--- config.mk ---
export PLATFORM = sky130hd
export DESIGN_NAME = serial_addsub
export DESIGN_NICKNAME = d
export VERILOG_FILES = /design/src/rtl/arith_pkg.sv /design/src/rtl/full_adder.sv /design/src/rtl/serial_addsub.sv
export SDC_FILE = /design/constraint.sdc
export NUM_CORES = 1
export LEC_CHECK = 0
export ABC_CLOCK_PERIOD_IN_PS = 2000
export CAP_MARGIN = 20
export CORE_ASPECT_RATIO = 0.8
export CORE_UTILIZATION = 43
export DETAILED_ROUTE_END_ITERATION = 16
export GPL_ROUTABILITY_DRIVEN = 0
export PLACE_DENSITY_LB_ADDON = 0.1
export SETUP_SLACK_MARGIN = 0.5
export SKIP_LAST_GASP = 1
export SYNTH_ARGS = -nofsm -noshare
export SYNTH_HDL_FRONTEND = slang
export SYNTH_SLANG_ARGS = --single-unit
--- constraint.sdc ---
create_clock -name clk -period 2 [get_ports clk]
set_input_delay 0.5 -clock clk [delete_from_list [all_inputs] [get_ports clk]]
set_output_delay 0.5 -clock clk [all_outputs]
set_load 0.01 [all_outputs]
--- src/rtl/arith_pkg.sv ---
// Shared definitions for the sequential arithmetic controllers: state encoding and a
// constant-foldable ceil(log2) helper.
package arith_pkg;

    localparam logic [1:0] ST_IDLE = 2'd0;
    localparam logic [1:0] ST_RUN  = 2'd1;
    localparam logic [1:0] ST_DONE = 2'd2;

    typedef enum logic [1:0] {
        StIdle = ST_IDLE,
        StRun  = ST_RUN,
        StDone = ST_DONE
    } state_t;

    function automatic int unsigned clog2(input int unsigned n);
        int unsigned r;
        int unsigned v;
        r = 0;
        v = n - 1;
        while (v > 0) begin
            r++;
            v = v >> 1;
        end
        return r;
    endfunction

endpackage

--- src/rtl/full_adder.sv ---
// One-bit full adder cell.
module full_adder (
    input  logic a,
    input  logic b,
    input  logic cin,
    output logic sum,
    output logic cout
);

    assign sum  = a ^ b ^ cin;
    assign cout = (a & b) | (cin & (a ^ b));

endmodule

--- src/rtl/serial_addsub.sv ---
// Bit-serial adder/subtractor: one shared full_adder processes the operands LSB first,
// one bit per clock, behind a start/busy/done handshake.
module serial_addsub
    import arith_pkg::*;
#(
    parameter int unsigned WIDTH = 8
) (
    input  logic             clk,
    input  logic             rst_n,
    input  logic             start,
    input  logic             sub,
    input  logic [WIDTH-1:0] a,
    input  logic [WIDTH-1:0] b,
    output logic             busy,
    output logic             done,
    output logic [WIDTH-1:0] s,
    output logic             co,
    output logic             ov
);

    localparam int unsigned     CntW    = clog2(WIDTH);
    localparam logic [CntW-1:0] LastCnt = CntW'(WIDTH - 1);

    state_t            state_q, state_d;
    logic [WIDTH-1:0]  a_sh_q, a_sh_d;
    logic [WIDTH-1:0]  b_sh_q, b_sh_d;
    logic [WIDTH-1:0]  res_q, res_d;
    logic [CntW-1:0]   cnt_q, cnt_d;
    logic              carry_q, carry_d;
    logic              cmsb_q, cmsb_d;
    logic [WIDTH-1:0]  s_q, s_d;
    logic              co_q, co_d;
    logic              fa_sum;
    logic              fa_cout;

    full_adder u_full_adder (
        .a    (a_sh_q[0]),
        .b    (b_sh_q[0]),
        .cin  (carry_q),
        .sum  (fa_sum),
        .cout (fa_cout)
    );

    always_comb begin
        state_d = state_q;
        a_sh_d  = a_sh_q;
        b_sh_d  = b_sh_q;
        res_d   = res_q;
        cnt_d   = cnt_q;
        carry_d = carry_q;
        cmsb_d  = cmsb_q;
        s_d     = s_q;
        co_d    = co_q;
        unique case (state_q)
            StIdle: begin
                if (start) begin
                    state_d = StRun;
                    a_sh_d  = a;
                    // Subtraction is a + ~b + 1: invert B and seed the carry with 1.
                    b_sh_d  = sub ? ~b : b;
                    carry_d = sub;
                    cnt_d   = '0;
                    res_d   = '0;
                end
            end
            StRun: begin
                res_d   = WIDTH'({fa_sum, res_q} >> 1);
                a_sh_d  = a_sh_q >> 1;
                b_sh_d  = b_sh_q >> 1;
                carry_d = fa_cout;
                cnt_d   = cnt_q + 1'b1;
                if (cnt_q == LastCnt) begin
                    cmsb_d  = carry_q;
                    s_d     = WIDTH'({fa_sum, res_q} >> 1);
                    co_d    = fa_cout;
                    state_d = StDone;
                end
            end
            StDone: begin
                state_d = StIdle;
            end
            default: begin
                state_d = StIdle;
            end
        endcase
    end

    always_ff @(posedge clk) begin
        if (!rst_n) begin
            state_q <= StIdle;
            a_sh_q  <= '0;
            b_sh_q  <= '0;
            res_q   <= '0;
            cnt_q   <= '0;
            carry_q <= 1'b0;
            cmsb_q  <= 1'b0;
            s_q     <= '0;
            co_q    <= 1'b0;
        end else begin
            state_q <= state_d;
            a_sh_q  <= a_sh_d;
            b_sh_q  <= b_sh_d;
            res_q   <= res_d;
            cnt_q   <= cnt_d;
            carry_q <= carry_d;
            cmsb_q  <= cmsb_d;
            s_q     <= s_d;
            co_q    <= co_d;
        end
    end

    assign busy = (state_q == StRun);
    assign done = (state_q == StDone);
    assign s    = s_q;
    assign co   = co_q;
    // cmsb and co only change together on the completing edge, so ov holds with them.
    assign ov   = cmsb_q ^ co_q;

endmodule

==> out/metrics.yaml <==
worst_setup_path:
  reg2reg_slack_ns: 0.65
  crit_path_top_delay_cell: "dfxtp_4"
  startpoint_type: "register"
  cp-end-kind: "output port"
  critPathTopFamily: "flip-flops"
  cp_data_required_time_ns: 1.50
  critPathMaxFanout: 4
  path_cells: "nor2b_1, buf_2"
  critPathMaxStageDelay_ns: 0.39
  crit_type: "reg2out"
  cp_num_buf_inv: 1
  cp.arrival_ns: 0.95
logic_synthesis:
  synthArstFlopShare_pct: 0
  yosysMostFrequentCell: "dfxtp_1"
  synthCells: 183
  netlist_top_cells_count: "dfxtp_1 (39), nand3_1 (23), nor2b_1 (22)"
  yosysTopAreaCell: "dfxtp_1"
  synth_area_um2: 1750
  ys_types: 27
  synth_edf_count: 0
  synthFlopType: "dfxtp_1"
  synth_nets: 206
  seq_area_frac_synth_pct: 44.6
  yosys-top-cells-area: "dfxtp_1 (45%), nor2b_1 (7.9%), nand3_1 (6.6%), o221a_2 (5.1%), a22oi_1 (4.7%)"
  yosys.area.top_type_share_pct: 44.6
  yosysWarnings: 0
  synth_seq_cells: 39
  syn_area_per_cell_um2: 9.57
layout:
  finalNetCount: 237
  final_cells: 270
  area_delta_synth_final_pct: 26.2
  drive_above_1_share_pct: 16.7
  diodes: 0
cts:
  cts_max_level: 2
  clk_pin_slew_ns: 0.07
  clock_sinks: 39
  cts_setup_buffers: 0
  cts_resized: 24
  cts_buffers: 5
  clockRootBuffer: "clkbuf_8"
  hold_buffers: 0
  clockBufferDepth: 2
  cts_tree: "done"
  clkLatencyLatePin_ns: 0.28
place:
  io_buffers: 31
  placed_cells: 262
  place_ws_ns: 0.0705
  hpwl_mm: 2.39
sta:
  setup_ws_ns: 0.553
  holdWs_ns: 0.449
  tns_ns: 0
  finalSetupViolCount: 0
  min_period_ns: 1.45
  fmax_ghz: 0.691
  finalClockSkew_ns: 0.00510
  max-slew-margin-rel_pct: 76.2
  period_share_pct: 72.4
  rsz0062_at_grt: "yes"
  hold_viol: 0
  finalMaxSlewViolations: 0
  worst_pin_slew_ns: 0.357
pwr:
  p_leak_nw: 0.869
  power.total_mw: 1.61
  power.density_nw_per_um2: 729
  irDropWorstVdd_mv: 0.461
detailed_routing:
  ant_nets: 0
  vias: 1412
  dr_wl_met2_mm: 1.58
  wirelength_mm: 3.43
  initialDrtViolationCount: 76
  wl_met1_mm: 1.66
  drtPass1Iterations: 4
  drcViolationCount: 0
  wl_per_cell_um: 12.7
  wl_met3_um: 133
  viasPerCell: 5.23
  top_layer_used: "met4"
floorplan:
  start_util_pct: 45.4
  ioPinCount: 32
  std_cell_rows: 20
  core_area_um2: 3850
  chipHeight_um: 59.1
  die-area_um2: 4330
  die_w_um: 73.3
outcome:
  status: "complete, no violations"
grt:
  grt_max_degree: 28
  grt_util_all_layers_pct: 17.7
  gr-total-overflow: 0
  antenna_found_initial: 0
  first_global_vias: 1300
  grt_pass1_wl_mm: 5.82
worst_hold_path:
  hold_class: "reg2reg"
flow_run:
  max-cap-violations: 0
flip-flops by register name, indices dropped and copies added, names as in the netlist:
name / cells
carry_q: 1
cnt_q: 3
res_q: 7
cmsb_q: 1
b_sh_q: 8
state_q: 2
a_sh_q: 8
s: 8
co: 1
through the flow:
step                utilization (%)  instance area (um^2)
floorplan                         -                  1750
global placement               55.1                  2120
detailed placement             55.1                  2120
finish                         57.3                  2210
CTS                            57.3                  2210
global route                   57.3                  2210
worst reg2reg max path: cells and delay by family (launching register included):
family                     cells  cell delay (ns)
DFF                            1             0.35
AOI/OAI and AO/OA              2             0.31
and+or+nand+nor                1             0.13
adders and majority gates      1             0.46
placed cells by master (no fill, tap or decap), types with 7 or more instances in the layout:
cell type	netlist	layout
dfxtp_1	39	36
nand3_1	23	23
nor2b_1	22	21
clkdlybuf4s50_1	0	18
nand2_1	11	11
a22oi_1	11	11
dlygate4sd2_1	0	10
a21boi_1	9	9
nor2_1	8	8
a21oi_1	8	8
o221a_2	8	8
xnor2_1	7	7
o211ai_1	7	7
clkbuf_8	0	7
buf_4	5	7
metal layers:
layer	vias up	track usage, %
li1	707	-
met1	671	22.4
met2	28	29.5
met3	6	4.59
met4	0	6.59
met5	-	0
path summary, 6_finish.rpt:
kind | from | endpoint | cells after the start
worst max register to register | carry_q$_SDFFE_PN0P_ | carry_q$_SDFFE_PN0P_ | 4
worst min register to register | s[2]$_SDFFE_PN0P_ | s[2]$_SDFFE_PN0P_ | 2
worst max-delay path | state_q[1]$_SDFFE_PN0P_ | done | 2
worst min-delay path | s[2]$_SDFFE_PN0P_ | s[2]$_SDFFE_PN0P_ | 2
power by group:
group / internal [mW] / leakage, nW / switching, mW
Clock: 0.315 / 0.0515 / 0.258
Sequential: 0.809 / 0.320 / 0.0205
Combinational: 0.116 / 0.497 / 0.0940
kinds of logic after synthesis:
logic type                 Yosys count  share of synthesized area [%]
and+or+nand+nor                     69                           21.3
AOI/OAI and AO/OA                   46                           20.8
DFF                                 39                           44.6
buffers and inverters               16                           5.65
xor gates and xnor gates             9                           4.50
adders and majority gates            3                           2.57
muxes                                1                          0.572
area by class of cell:
cell class,instances,area (um^2)
Fill cell,362,1640
Multi-Input combinational cell,128,878
Sequential cell,39,787
Timing Repair Buffer,40,375
Clock buffer,8,100
Tap cell,55,68.8
Power figures use the tool's default switching activity.
